==> src/rtl/mips_instr_encoder.sv <==
// Purpose : turns symbolic instruction requests (op enum + fields) into 32-bit MIPS words.
// Latency : 1 cycle from accept to out_valid; the LI pseudo-op emits two words on consecutive loads.
// Backpres: in_ready drops while out_valid & ~out_ready (word held stable) and while the LI low half is pending.
//
// Ports:
//   clk, rst                 rising-edge clock, asynchronous active-high reset
//   in_valid/in_ready        request handshake; in_op selects the op, in_rs/in_rt/in_rd/in_shamt/in_imm carry fields
//   addr_clr                 restart word-address numbering at 0 (a word loaded in the same cycle gets 0)
//   out_valid/out_ready      encoded-word handshake; out_ins is the word, out_addr its word address
//   err                      one-cycle pulse when an illegal op was accepted and dropped
module mips_instr_encoder #(
  parameter int ADDR_W = 10
) (
  input  logic              clk,
  input  logic              rst,
  input  logic              in_valid,
  output logic              in_ready,
  input  logic [5:0]        in_op,
  input  logic [4:0]        in_rs,
  input  logic [4:0]        in_rt,
  input  logic [4:0]        in_rd,
  input  logic [4:0]        in_shamt,
  input  logic [31:0]       in_imm,
  input  logic              addr_clr,
  output logic              out_valid,
  input  logic              out_ready,
  output logic [31:0]       out_ins,
  output logic [ADDR_W-1:0] out_addr,
  output logic              err
);

  // Op enum values
  localparam logic [5:0] OP_ADD   = 6'd0;
  localparam logic [5:0] OP_ADDU  = 6'd1;
  localparam logic [5:0] OP_SUB   = 6'd2;
  localparam logic [5:0] OP_SUBU  = 6'd3;
  localparam logic [5:0] OP_AND   = 6'd4;
  localparam logic [5:0] OP_OR    = 6'd5;
  localparam logic [5:0] OP_XOR   = 6'd6;
  localparam logic [5:0] OP_NOR   = 6'd7;
  localparam logic [5:0] OP_SLT   = 6'd8;
  localparam logic [5:0] OP_SLTU  = 6'd9;
  localparam logic [5:0] OP_SLL   = 6'd10;
  localparam logic [5:0] OP_SRL   = 6'd11;
  localparam logic [5:0] OP_SRA   = 6'd12;
  localparam logic [5:0] OP_SLLV  = 6'd13;
  localparam logic [5:0] OP_SRLV  = 6'd14;
  localparam logic [5:0] OP_SRAV  = 6'd15;
  localparam logic [5:0] OP_JR    = 6'd16;
  localparam logic [5:0] OP_JALR  = 6'd17;
  localparam logic [5:0] OP_ADDI  = 6'd18;
  localparam logic [5:0] OP_ADDIU = 6'd19;
  localparam logic [5:0] OP_ANDI  = 6'd20;
  localparam logic [5:0] OP_ORI   = 6'd21;
  localparam logic [5:0] OP_XORI  = 6'd22;
  localparam logic [5:0] OP_SLTI  = 6'd23;
  localparam logic [5:0] OP_SLTIU = 6'd24;
  localparam logic [5:0] OP_LUI   = 6'd25;
  localparam logic [5:0] OP_LW    = 6'd26;
  localparam logic [5:0] OP_SW    = 6'd27;
  localparam logic [5:0] OP_LB    = 6'd28;
  localparam logic [5:0] OP_LBU   = 6'd29;
  localparam logic [5:0] OP_SB    = 6'd30;
  localparam logic [5:0] OP_BEQ   = 6'd31;
  localparam logic [5:0] OP_BNE   = 6'd32;
  localparam logic [5:0] OP_BLEZ  = 6'd33;
  localparam logic [5:0] OP_BGTZ  = 6'd34;
  localparam logic [5:0] OP_BLTZ  = 6'd35;
  localparam logic [5:0] OP_BGEZ  = 6'd36;
  localparam logic [5:0] OP_J     = 6'd37;
  localparam logic [5:0] OP_JAL   = 6'd38;
  localparam logic [5:0] OP_LI    = 6'd39;

  // Primary opcodes
  localparam logic [5:0] OPC_SPECIAL = 6'h00;
  localparam logic [5:0] OPC_REGIMM  = 6'h01;
  localparam logic [5:0] OPC_J       = 6'h02;
  localparam logic [5:0] OPC_JAL     = 6'h03;
  localparam logic [5:0] OPC_BEQ     = 6'h04;
  localparam logic [5:0] OPC_BNE     = 6'h05;
  localparam logic [5:0] OPC_BLEZ    = 6'h06;
  localparam logic [5:0] OPC_BGTZ    = 6'h07;
  localparam logic [5:0] OPC_ADDI    = 6'h08;
  localparam logic [5:0] OPC_ADDIU   = 6'h09;
  localparam logic [5:0] OPC_SLTI    = 6'h0A;
  localparam logic [5:0] OPC_SLTIU   = 6'h0B;
  localparam logic [5:0] OPC_ANDI    = 6'h0C;
  localparam logic [5:0] OPC_ORI     = 6'h0D;
  localparam logic [5:0] OPC_XORI    = 6'h0E;
  localparam logic [5:0] OPC_LUI     = 6'h0F;
  localparam logic [5:0] OPC_LB      = 6'h20;
  localparam logic [5:0] OPC_LW      = 6'h23;
  localparam logic [5:0] OPC_LBU     = 6'h24;
  localparam logic [5:0] OPC_SB      = 6'h28;
  localparam logic [5:0] OPC_SW      = 6'h2B;

  localparam logic [ADDR_W-1:0] ADDR_ONE = {{(ADDR_W-1){1'b0}}, 1'b1};

  typedef enum logic {IDLE, LI_LO} state_t;

  state_t              state, state_n;
  logic [31:0]         enc_ins;
  logic                enc_legal;
  logic                enc_li;
  logic                load_free;
  logic                accept;
  logic                load;
  logic [31:0]         load_ins;
  logic [ADDR_W-1:0]   load_addr;
  logic                err_n;
  logic                li_cap;
  logic [ADDR_W-1:0]   next_addr;
  logic [4:0]          li_rt;
  logic [15:0]         li_lo;

  function automatic logic [31:0] rtype(input logic [4:0] rs, input logic [4:0] rt,
                                        input logic [4:0] rd, input logic [4:0] sh,
                                        input logic [5:0] funct);
    return {OPC_SPECIAL, rs, rt, rd, sh, funct};
  endfunction

  function automatic logic [31:0] itype(input logic [5:0] opc, input logic [4:0] rs,
                                        input logic [4:0] rt, input logic [15:0] imm);
    return {opc, rs, rt, imm};
  endfunction

  // Encoder. Fields the decoder expects to be zero are forced to zero here so
  // every emitted word decodes back to the requested op.
  always_comb begin
    enc_ins   = 32'd0;
    enc_legal = 1'b1;
    enc_li    = 1'b0;
    case (in_op)
      OP_ADD:   enc_ins = rtype(in_rs, in_rt, in_rd, 5'd0, 6'h20);
      OP_ADDU:  enc_ins = rtype(in_rs, in_rt, in_rd, 5'd0, 6'h21);
      OP_SUB:   enc_ins = rtype(in_rs, in_rt, in_rd, 5'd0, 6'h22);
      OP_SUBU:  enc_ins = rtype(in_rs, in_rt, in_rd, 5'd0, 6'h23);
      OP_AND:   enc_ins = rtype(in_rs, in_rt, in_rd, 5'd0, 6'h24);
      OP_OR:    enc_ins = rtype(in_rs, in_rt, in_rd, 5'd0, 6'h25);
      OP_XOR:   enc_ins = rtype(in_rs, in_rt, in_rd, 5'd0, 6'h26);
      OP_NOR:   enc_ins = rtype(in_rs, in_rt, in_rd, 5'd0, 6'h27);
      OP_SLT:   enc_ins = rtype(in_rs, in_rt, in_rd, 5'd0, 6'h2A);
      OP_SLTU:  enc_ins = rtype(in_rs, in_rt, in_rd, 5'd0, 6'h2B);
      OP_SLL:   enc_ins = rtype(5'd0, in_rt, in_rd, in_shamt, 6'h00);
      OP_SRL:   enc_ins = rtype(5'd0, in_rt, in_rd, in_shamt, 6'h02);
      OP_SRA:   enc_ins = rtype(5'd0, in_rt, in_rd, in_shamt, 6'h03);
      OP_SLLV:  enc_ins = rtype(in_rs, in_rt, in_rd, 5'd0, 6'h04);
      OP_SRLV:  enc_ins = rtype(in_rs, in_rt, in_rd, 5'd0, 6'h06);
      OP_SRAV:  enc_ins = rtype(in_rs, in_rt, in_rd, 5'd0, 6'h07);
      OP_JR:    enc_ins = rtype(in_rs, 5'd0, 5'd0, 5'd0, 6'h08);
      // JALR always links through r31
      OP_JALR:  enc_ins = rtype(in_rs, 5'd0, 5'd31, 5'd0, 6'h09);
      OP_ADDI:  enc_ins = itype(OPC_ADDI,  in_rs, in_rt, in_imm[15:0]);
      OP_ADDIU: enc_ins = itype(OPC_ADDIU, in_rs, in_rt, in_imm[15:0]);
      OP_ANDI:  enc_ins = itype(OPC_ANDI,  in_rs, in_rt, in_imm[15:0]);
      OP_ORI:   enc_ins = itype(OPC_ORI,   in_rs, in_rt, in_imm[15:0]);
      OP_XORI:  enc_ins = itype(OPC_XORI,  in_rs, in_rt, in_imm[15:0]);
      OP_SLTI:  enc_ins = itype(OPC_SLTI,  in_rs, in_rt, in_imm[15:0]);
      OP_SLTIU: enc_ins = itype(OPC_SLTIU, in_rs, in_rt, in_imm[15:0]);
      OP_LUI:   enc_ins = itype(OPC_LUI,   5'd0,  in_rt, in_imm[15:0]);
      OP_LW:    enc_ins = itype(OPC_LW,    in_rs, in_rt, in_imm[15:0]);
      OP_SW:    enc_ins = itype(OPC_SW,    in_rs, in_rt, in_imm[15:0]);
      OP_LB:    enc_ins = itype(OPC_LB,    in_rs, in_rt, in_imm[15:0]);
      OP_LBU:   enc_ins = itype(OPC_LBU,   in_rs, in_rt, in_imm[15:0]);
      OP_SB:    enc_ins = itype(OPC_SB,    in_rs, in_rt, in_imm[15:0]);
      OP_BEQ:   enc_ins = itype(OPC_BEQ,   in_rs, in_rt, in_imm[15:0]);
      OP_BNE:   enc_ins = itype(OPC_BNE,   in_rs, in_rt, in_imm[15:0]);
      OP_BLEZ:  enc_ins = itype(OPC_BLEZ,  in_rs, 5'd0,  in_imm[15:0]);
      OP_BGTZ:  enc_ins = itype(OPC_BGTZ,  in_rs, 5'd0,  in_imm[15:0]);
      // REGIMM branches are distinguished by the rt field
      OP_BLTZ:  enc_ins = itype(OPC_REGIMM, in_rs, 5'd0, in_imm[15:0]);
      OP_BGEZ:  enc_ins = itype(OPC_REGIMM, in_rs, 5'd1, in_imm[15:0]);
      OP_J:     enc_ins = {OPC_J,   in_imm[25:0]};
      OP_JAL:   enc_ins = {OPC_JAL, in_imm[25:0]};
      // LI emits the LUI half now; the ORI half is built from latched fields later
      OP_LI: begin
        enc_ins = itype(OPC_LUI, 5'd0, in_rt, in_imm[31:16]);
        enc_li  = 1'b1;
      end
      default:  enc_legal = 1'b0;
    endcase
  end

  // Control: handshake, output-register load decision, next state.
  always_comb begin
    load_free = ~out_valid | out_ready;
    in_ready  = (state == IDLE) & load_free;
    accept    = in_valid & in_ready;
    state_n   = state;
    load      = 1'b0;
    load_ins  = enc_ins;
    err_n     = 1'b0;
    li_cap    = 1'b0;
    case (state)
      IDLE: begin
        if (accept) begin
          if (!enc_legal) begin
            err_n = 1'b1;
          end else begin
            load = 1'b1;
            if (enc_li) begin
              li_cap  = 1'b1;
              state_n = LI_LO;
            end
          end
        end
      end
      LI_LO: begin
        if (load_free) begin
          load     = 1'b1;
          load_ins = itype(OPC_ORI, li_rt, li_rt, li_lo);
          state_n  = IDLE;
        end
      end
      default: state_n = IDLE;
    endcase
    load_addr = addr_clr ? '0 : next_addr;
  end

  always_ff @(posedge clk or posedge rst) begin
    if (rst) begin
      state     <= IDLE;
      out_valid <= 1'b0;
      out_ins   <= 32'd0;
      out_addr  <= '0;
      err       <= 1'b0;
      next_addr <= '0;
      li_rt     <= 5'd0;
      li_lo     <= 16'd0;
    end else begin
      state <= state_n;
      err   <= err_n;
      if (load) begin
        out_valid <= 1'b1;
        out_ins   <= load_ins;
        out_addr  <= load_addr;
        next_addr <= load_addr + ADDR_ONE;
      end else begin
        if (out_ready) out_valid <= 1'b0;
        // clear with no load only rewinds numbering; the held word keeps its tag
        if (addr_clr) next_addr <= '0;
      end
      if (li_cap) begin
        li_rt <= in_rt;
        li_lo <= in_imm[15:0];
      end
    end
  end

endmodule

==> config.mk <==
export PLATFORM = sky130hd
export DESIGN_NAME = mips_instr_encoder
export DESIGN_NICKNAME = d
export VERILOG_FILES = /design/src/rtl/mips_instr_encoder.sv
export SDC_FILE = /design/constraint.sdc
export NUM_CORES = 1
export LEC_CHECK = 0
export CORE_ASPECT_RATIO = 1.4
export CORE_MARGIN = 1.5
export CORE_UTILIZATION = 30
export DETAILED_ROUTE_END_ITERATION = 6
export SYNTH_ARGS = -nofsm -noshare
export SYNTH_HDL_FRONTEND = slang
export SYNTH_SLANG_ARGS = --single-unit
==> constraint.sdc <==
create_clock -name clk -period 2 [get_ports clk]
set_input_delay 0.2 -clock clk [delete_from_list [all_inputs] [get_ports clk]]
set_output_delay 0.2 -clock clk [all_outputs]
set_load 0.02 [all_outputs]
==> metrics.md <==
| Metric | Value |
|---|---|
| Run status | finished, final reports clean |
| Final core utilization | 45.7% |
| Arrival time at the worst endpoint | 2.16 ns |
| Count of TritonRoute iterations in the first routing pass | 7 |
| Post-synthesis async set-or-reset flop share | 100% |
| Number of endpoints with negative hold slack in the final report | 0 |
| Post-detailed-route wirelength per cell | 18.6 microns |
| Clock buffer count from CTS | 9 |
| Largest area contributor in the synthesized netlist | dfrtp_1 |
| Final setup viols | 0 |
| Pin count of the biggest net entering global routing | 39 |
| Max Cap Viol | 0 |
| Hold buffers post-CTS | 0 |
| GRT met1 Usage | 23.8% |
| TritonCTS clock tree | yes |
| Sum of net half-perimeters after detailed placement | 10000 microns |
| Worst setup path class | in -> reg |
| Share of the synthesized area in the top cell type | 48.0% |
| Post CTS Setup Buffer Count | 0 |
| Die footprint | 0.0137 sq mm |
| Total power density per cell area | 776 mW/mm^2 |
| Leak Pwr | 2.59 nW |
| I/O pin count | 108 |
| Largest buffer count on any clock path | 2 |
| Count of cell types in the netlist | 53 |
| Crit path max fanout | 8 |
| Number of global-route vias before repair | 3895 |
| Remaining antenna violation count | 0 |
| Count of fill cells added during filler insertion | 1223 |
| Number of standard cells in the layout, taps in and fillers out | 700 |
| Sum Neg Setup Slack | 0 ns |
| Worst Reg2Reg Path Length in Cells | 5 |
| Number of buffers inserted by port buffering | 106 |
| Number of enable flip-flop cells after synthesis | 0 |
| Final worst path period need | 1.89 ns |
| Critical register-to-register path endpoint | out_ins[22] |
| Net count reported at finish | 606 |
| IR drop worst, VDD | 0.311 mV |
| Critical path required time | 2.27 ns |
| Total of warnings raised by yosys | 0 |
| Busiest layer in global routing | met2 |
| Number of vias per cell after detailed routing | 5.38 |
| Number of placed cells counting well taps | 684 |
| Setup repair after global routing missed its margin | false |
| Post-Syn Area | 0.00391 sq mm |
| Part of the Yosys area used for sequential elements | 48.0% |
| Via count | 3764 |
| Critical path capture point type | flop |
| Die Width | 99.5 microns |
| Syn Area/Cell | 10.1 sq um |
| Worst slew margin relative to its limit | 43.8% |
| Layout overhead on the synthesized area | 49.9% |
| Max Slew Vio Count | 0 |
| Std cell rows | 49 |
| Reg clk slew, reported paths | 0.06 ns |
| Final setup margin | 0.114 ns |
| Setup crit start kind | input port |
| Antenna fix cells | 0 |
| Worst Clk Skew | 0.00442 ns |
| Post-Syn Nets | 453 |
| Tcrit/Tclk final | 94.3% |
| Placer congestion estimate | 0.829 |
| Floorplan core area | 0.0128 sq mm |
| Total global routing overflow | 0 |
| Reg-to-reg startpoint | out_valid |
| GR Util All Layers | 19.2% |
| CTS root buffer | clkbuf_16 |
| Peak Freq | 0.530 GHz |
| Setup slack after placement | -0.186 ns |
| Register-to-Register Setup Slack | 0.25 ns |
| Total clock sinks | 75 |
| Worst Hold Class | in -> async |
| Clock latency at the later pin of the worst-skew pair | 0.33 ns |
| DRT Wirelength | 13000 microns |
| CTS H-Tree Depth | 3 |
| Die Y | 138 microns |
| Total of flip-flops plus latches after synthesis | 75 |
| Global-route wire length before repair | 20400 microns |
| Remaining design rule violation count | 0 |
| Antenna violations before repair | 0 |
| Slew at the pin closest to its max-slew limit | 0.843 ns |
| Total power draw | 4.55 mW |
| Global-route track usage on met3 | 2.83% |
| Share of final-layout standard cells stronger than drive strength 1 | 19.6% |
| Iter 0 DRT Violations | 295 |
| Synth top area cells | dfrtp_1 (48%), mux2_2 (5.5%), o21ai_0 (4.1%) |
| Post-synthesis cell count | 389 |
| Met2 usage in global routing | 33.6% |
| Initial Util | 30.5% |
| Main synth FF type | dfrtp_1 |
## final cells by class
cell class                      instances  area [sq um]  area share, %
Inverter                                8          33.8          0.576
Clock buffer                           13           270           4.61
Clock inverter                          3          45.0          0.768
Sequential cell                        75          1880           32.0
Multi-Input combinational cell        276          1850           31.5
Tap cell                              153           191           3.27
Timing Repair Buffer                  172          1600           27.2
## layout by cell type (no fill, tap or decap), types with 7 or more instances in the layout
master and n:
nor2_1 26, nand3_1 7, clkdlybuf4s50_1 105, nand2_1 25, a22o_1 10, clkbuf_16 9
mux2_2 19, o21ai_0 32, inv_1 7, nand2b_1 17, a221o_1 14, a21oi_1 27
and3_1 15, dfrtp_1 75, a222oi_1 8, buf_4 63
## synth_stat cells (7+ instances only)
master,count
a21oi_1,27
a221o_1,14
a222oi_1,8
a22o_1,10
and3_1,15
buf_2,11
clkbuf_1,13
dfrtp_1,75
inv_1,8
mux2_2,19
nand2_1,25
nand2b_1,17
nand3_1,7
nor2_1,26
o21ai_0,32
## where the power goes
part | total, mW | switching [mW] | internal [mW]
Sequential | 1.78 | 0.104 | 1.68
Combinational | 1.10 | 0.527 | 0.572
Clock | 1.67 | 0.600 | 1.07
## repair_timing
item	CTS	global route
hold endpoints to repair	0	0
resized for setup	0	1
endpoints found under the setup margin	0	1
## registers in the layout, indices dropped and copies added (netlist names)
name and count:
li_rt 5, li_lo 16, next_addr 10, err 1
state 1, out_valid 1, out_addr 10, out_ins 31
## how the worst max path moves through the flow
stage,start,to,slack [ns],cells past startpoint
floorplan,out_valid,li_lo[0],0.11,7
global placement,in_op[3],out_ins[15],-0.17,7
detailed placement,in_op[4],out_ins[22],-0.19,7
CTS,out_valid,in_ready,0.007,4
global route,in_op[5],out_addr[7],0.002,9
finish,in_op[4],out_ins[22],0.11,7
## routing by layer
layer / part of all wire (%) / wire, microns
met5: 0 / 0
met4: 2.4 / 308
met3: 3.9 / 511
met2: 52 / 6800
met1: 41 / 5390
## logic make-up (layout without fill, tap and decap cells)
kind of cell,after synthesis,after routing,share of synthesized area [%]
AOI/OAI and AO/OA,132,132,23.6
xor gates and xnor gates,8,8,1.79
adders and majority gates,2,2,0.576
buffers and inverters,38,196,4.77
DFF,75,75,48.0
muxes,23,23,6.62
other,1,1,0.0959
and+or+nand+nor,110,110,14.5
## stage by stage
stage / hold WS [ns] / area (sq um)
after floorplan: 0.332 / 3920
after global placement: 0.461 / 5540
after detailed placement: 0.471 / 5540
after CTS: 0.229 / 5860
after global routing: 0.256 / 5860
final: 0.226 / 5860
## critical path, stage by stage
cell,delay [ns]
clkdlybuf4s50_1,0.46
and4bb_4,0.39
buf_4,0.11
o21ai_0,0.09
buf_4,0.15
nor2_1,0.49
a221o_1,0.26
Note: power is estimated with default switching activity, not from simulation.
